===== src/rtl/x_sff_pkg.sv =====
// Shared types and elaboration helpers for the X_SFF control sequencer.
package x_sff_pkg;

    typedef enum logic [1:0] {
        INIT   = 2'd0,
        READY  = 2'd1,
        LOAD   = 2'd2,
        PRESET = 2'd3
    } x_sff_seq_state_t;

    function automatic bit x_sff_params_ok(input int init_cycles, input int load_len);
        return (init_cycles >= 1) && (load_len >= 1);
    endfunction

endpackage


===== src/rtl/x_sff_down_cnt.sv =====
// Loadable down-counter with enable and zero flag; saturates at zero.
module x_sff_down_cnt #(
    parameter int             W       = 4,
    parameter logic [W-1:0]   RST_VAL = '0
) (
    input  logic         clk_i,
    input  logic         rst_i,
    input  logic         load_i,
    input  logic [W-1:0] load_val_i,
    input  logic         en_i,
    output logic         zero_o
);

    logic [W-1:0] cnt_q;
    logic [W-1:0] cnt_d;

    always_comb begin
        cnt_d = cnt_q;
        if (load_i) begin
            cnt_d = load_val_i;
        end else if (en_i && (cnt_q != '0)) begin
            cnt_d = cnt_q - W'(1);
        end
    end

    always_ff @(posedge clk_i or posedge rst_i) begin
        if (rst_i) begin
            cnt_q <= RST_VAL;
        end else begin
            cnt_q <= cnt_d;
        end
    end

    assign zero_o = (cnt_q == '0);

endmodule


===== src/rtl/x_sff_ctrl_seq.sv =====
// Sequencer driving CE/SRST/SSET of an X_SFF flop bank: timed clear, load windows, preset pulses.
// state  | meaning
// INIT   | SRST held while the counter runs down
// READY  | idle, requests sampled (CLR > SET > LOAD)
// LOAD   | CE window, paused by HOLD
// PRESET | single SSET cycle
module x_sff_ctrl_seq
    import x_sff_pkg::*;
#(
    parameter int INIT_CYCLES = 4,
    parameter int LOAD_LEN    = 8,
    parameter int CNT_W       = $clog2(((INIT_CYCLES > LOAD_LEN) ? INIT_CYCLES : LOAD_LEN) + 1)
) (
    input  logic CLK,
    input  logic RST,
    input  logic LOAD_REQ,
    input  logic HOLD,
    input  logic SET_REQ,
    input  logic CLR_REQ,
    output logic CE,
    output logic SRST,
    output logic SSET,
    output logic BUSY,
    output logic DONE
);

    if (!x_sff_params_ok(INIT_CYCLES, LOAD_LEN)) begin : g_param_err
        $error("x_sff_ctrl_seq: INIT_CYCLES and LOAD_LEN must both be >= 1");
    end

    localparam logic [CNT_W-1:0] INIT_LD = CNT_W'(INIT_CYCLES - 1);
    localparam logic [CNT_W-1:0] LOAD_LD = CNT_W'(LOAD_LEN - 1);

    x_sff_seq_state_t state_q, state_d;
    logic ce_q, ce_d, srst_q, srst_d, sset_q, sset_d, busy_q, busy_d, done_q, done_d;
    logic             cnt_load, cnt_en, cnt_zero;
    logic [CNT_W-1:0] cnt_val;

    x_sff_down_cnt #(
        .W       (CNT_W),
        .RST_VAL (INIT_LD)
    ) u_cnt (
        .clk_i      (CLK),
        .rst_i      (RST),
        .load_i     (cnt_load),
        .load_val_i (cnt_val),
        .en_i       (cnt_en),
        .zero_o     (cnt_zero)
    );

    always_comb begin
        state_d  = state_q;
        ce_d     = 1'b0;
        srst_d   = 1'b0;
        sset_d   = 1'b0;
        done_d   = 1'b0;
        cnt_load = 1'b0;
        cnt_en   = 1'b0;
        cnt_val  = INIT_LD;

        unique case (state_q)
            INIT: begin
                if (cnt_zero) begin
                    state_d = READY;
                end else begin
                    srst_d = 1'b1;
                    cnt_en = 1'b1;
                end
            end
            READY: begin
                if (CLR_REQ) begin
                    state_d  = INIT;
                    srst_d   = 1'b1;
                    cnt_load = 1'b1;
                end else if (SET_REQ) begin
                    state_d = PRESET;
                    sset_d  = 1'b1;
                end else if (LOAD_REQ) begin
                    state_d  = LOAD;
                    ce_d     = 1'b1;
                    cnt_load = 1'b1;
                    cnt_val  = LOAD_LD;
                end
            end
            PRESET: begin
                state_d = READY;
                if (CLR_REQ) begin
                    state_d  = INIT;
                    srst_d   = 1'b1;
                    cnt_load = 1'b1;
                end
            end
            LOAD: begin
                if (CLR_REQ) begin
                    state_d  = INIT;
                    srst_d   = 1'b1;
                    cnt_load = 1'b1;
                end else if (ce_q && cnt_zero) begin
                    state_d = READY;
                    done_d  = 1'b1;
                end else begin
                    // Counter only advances on cycles that actually enabled the bank.
                    cnt_en = ce_q;
                    ce_d   = !HOLD;
                end
            end
        endcase

        busy_d = (state_d != READY);
    end

    always_ff @(posedge CLK or posedge RST) begin
        if (RST) begin
            state_q <= INIT;
            ce_q    <= 1'b0;
            srst_q  <= 1'b1;
            sset_q  <= 1'b0;
            busy_q  <= 1'b1;
            done_q  <= 1'b0;
        end else begin
            state_q <= state_d;
            ce_q    <= ce_d;
            srst_q  <= srst_d;
            sset_q  <= sset_d;
            busy_q  <= busy_d;
            done_q  <= done_d;
        end
    end

    assign CE   = ce_q;
    assign SRST = srst_q;
    assign SSET = sset_q;
    assign BUSY = busy_q;
    assign DONE = done_q;

endmodule


===== config.mk =====
export PLATFORM = sky130hd
export DESIGN_NAME = x_sff_ctrl_seq
export DESIGN_NICKNAME = d
export VERILOG_FILES = /design/src/rtl/x_sff_pkg.sv /design/src/rtl/x_sff_down_cnt.sv /design/src/rtl/x_sff_ctrl_seq.sv
export SDC_FILE = /design/constraint.sdc
export NUM_CORES = 1
export LEC_CHECK = 0
export CAP_MARGIN = 15
export CORE_MARGIN = 3
export CORE_UTILIZATION = 50
export DETAILED_ROUTE_END_ITERATION = 6
export PLACE_DENSITY = 0.75
export SLEW_MARGIN = 20
export SYNTH_ARGS = -nofsm -noshare
export SYNTH_HDL_FRONTEND = slang
export SYNTH_SLANG_ARGS = --single-unit

===== constraint.sdc =====
create_clock -name CLK -period 2.3 [get_ports CLK]
set_input_delay 0.575 -clock CLK [delete_from_list [all_inputs] [get_ports CLK]]
set_output_delay 0.575 -clock CLK [all_outputs]
set_load 0.01 [all_outputs]

==> reports/metrics.yaml <==
outcome: "completed"
cts_resized: 0
wl_per_cell_um: 14.5
antenna_found_initial: 0
viasPerCell: 5.85
fin_area_um2: 836
nNetsFinal: 96
drive_gt1_frac: 0.171
area_growth_pct: 22.1
grt_pass1_vias: 521
drt.antenna.violating_nets: 0
max_freq_ghz: 0.527
port_buffers: 10
cp_slowest_stage_delay_ns: 0.44
cts_made_buffers: 3
start_kind: "register"
syn_area_um2: 684
p_leak_nw: 0.369
root_buffer: "clkbuf_4"
fin_ws_ns: 0.401
fin_setup_tns_ns: 0
grt_pass1_wl_um: 2270
row_count: 12
whs_path_depth: 2
rsz0062_at_grt: "no"
holdPathEnd: "u_cnt.cnt_q[1]"
dp_slack_ns: 0.211
timing.final.hold_violations: 0
crit_type: "reg -> reg"
initial_core_util: 0.577
layout_commonest_cell: "clkdlybuf4s50_1"
cts.path.max_buffers: 2
placed_area_um2: 810
end_kind: "register"
vias: 562
core_mm2: 0.00119
gp_routability_congestion: 0.881
cts_setup_buffers: 0
instances_no_fill: 96
routed_wl_um: 1390
die_y_um: 43.0
finClkSkew_ns: 0.000386
drc_errors: 0
grt_max_degree: 12
die_x_um: 43.0
ys.warnings.count: 0
synthDistinctLibCells: 27
syn-num-nets: 80
drt_pass1_iterations: 4
crit_top_cell: "mux2_2"
setup_violations: 0
drv_slew: 0
pin_count: 11
ys_ff_latch: 11
hold_start: "u_cnt.cnt_q[1]"
ctsHoldBuffers: 0
tightest_slew_ns: 0.429
synth.avg_cell_area_um2: 10.2
ff2ff_path_depth: 6
path_cells: "inv_1 > ha_1 > and3b_1 > o21ai_1 > mux2_2 > mux2_2"
crit_path_max_fanout: 6
post-route-period-util: 0.825
clock_latency_ns: 0.28
required_ns: 2.46
vdd.ir_drop.worst_v: 0.000619
cts_num_sinks: 11
path_clk_slew_ns: 0.07
cp_slowest_cell: "dfrtp_1"
post-route-util: 0.705
diodes: 0
worstHoldPathType: "reg -> reg"
synth_cells: 67
reg2reg_from: "state_q[0]"
most-common-layout-cells: "10 x clkdlybuf4s50_1, 7 x dfrtp_1, 7 x ha_1"
reg2reg_slack_ns: 0.40
grt_overflow_total: 0
htreeDepth: 1
seq_area_frac_synth: 0.410
drt-initial-drc-count: 11
cp.arrival_ns: 2.06
cts_tree: "yes"
die_area_mm2: 0.00185
r2r-end: "u_cnt.cnt_q[2]"
dp_hpwl_um: 1080
gr-usage-all-layers: 0.167
cap_viol_max_count: 0
placed_cells: 92
powerDensity_mw_per_mm2: 944
fin_crit_ns: 1.90
relSlewSlack: 0.714
[worst max-delay path by stage]
stage / to / cells past startpoint / slack, ns / start
5_1_grt: u_cnt.cnt_q[2] / 6 / 0.26 / state_q[0]
3_3_place_gp: u_cnt.cnt_q[2] / 5 / 0.22 / CLR_REQ
2_1_floorplan: u_cnt.cnt_q[2] / 6 / 0.55 / state_q[0]
6_report: u_cnt.cnt_q[2] / 6 / 0.40 / state_q[0]
4_1_cts: BUSY / 1 / 0.39 / BUSY
3_5_place_dp: u_cnt.cnt_q[2] / 5 / 0.21 / CLR_REQ
[worst max-delay path: cells and delay by family (launching register included)]
kind,cells,cell delay (ns)
flops,1,0.44
buf+inv,1,0.14
fa+ha+maj,1,0.27
compound gates,1,0.13
mux,2,0.60
simple gates,1,0.21
[synth_stat cells (all sizes together)]
cell     instances  area share
dfrtp            7        0.26
ha               7        0.13
a21oi            6       0.044
inv              6       0.033
nor2             6       0.033
dfstp            4        0.15
o21ai            4       0.029
and3b            3       0.038
nand2            3       0.016
mux2             2       0.033
nand2b           2       0.018
nor2b            2       0.018
nor3             2       0.015
a21o             1       0.011
a221oi           1       0.022
mux2i            1       0.015
nand3b           1       0.011
nand4bb          1       0.016
nor3b            1       0.018
o211ai           1       0.011
o21a             1       0.011
o31ai            1       0.011
o32a             1       0.016
o32ai            1       0.013
or3b             1       0.016
xnor2            1       0.013
[cells by family after synthesis]
| group | Yosys count | synth area share |
|---|---|---|
| XOR/XNOR | 1 | 0.0128 |
| flip-flops | 11 | 0.410 |
| AND/OR/NAND/NOR | 22 | 0.201 |
| adder cells (fa/ha/maj) | 7 | 0.128 |
| AO/OA/AOI/OAI | 17 | 0.168 |
| multiplexers | 3 | 0.0475 |
| buffers and inverters | 6 | 0.0329 |
[routing by layer]
metal	track usage	part of all wire
met3	0.0381	0.092
met5	0	0
met2	0.251	0.46
met1	0.216	0.42
met4	0.0964	0.022
[through the flow]
| step | hold slack [ns] | total power, mW |
|---|---|---|
| global route | 0.530 | 0.847 |
| floorplan | 0.425 | 0.563 |
| finish | 0.521 | 0.789 |
| detailed placement | 0.516 | 0.654 |
| CTS | 0.524 | 0.791 |
| global placement | 0.499 | 0.639 |
[state kept, by name, summed over array words and instances, names as in the netlist]
| register | cells |
|---|---|
| state_q | 2 |
| CE | 1 |
| SRST | 1 |
| DONE | 1 |
| SSET | 1 |
| BUSY | 1 |
| u_cnt.cnt_q | 4 |
[where the power goes]
group	switching [mW]	total [mW]	leakage, nW	internal (mW)
logic	0.162	0.336	0.219	0.174
registers	0.0481	0.316	0.135	0.268
clock network	0.0688	0.136	0.0150	0.0674
total	0.279	0.789	0.369	0.509
[layout make-up]
cell class                 instances  area [um2]
clock buffer                       4        26.3
fill                             102         350
inverter                           6        22.5
multi-input combinational         50         382
sequential                        11         280
tap                               14        17.5
timing repair buffer              11         108
Note: power is estimated with default switching activity, not from simulation.
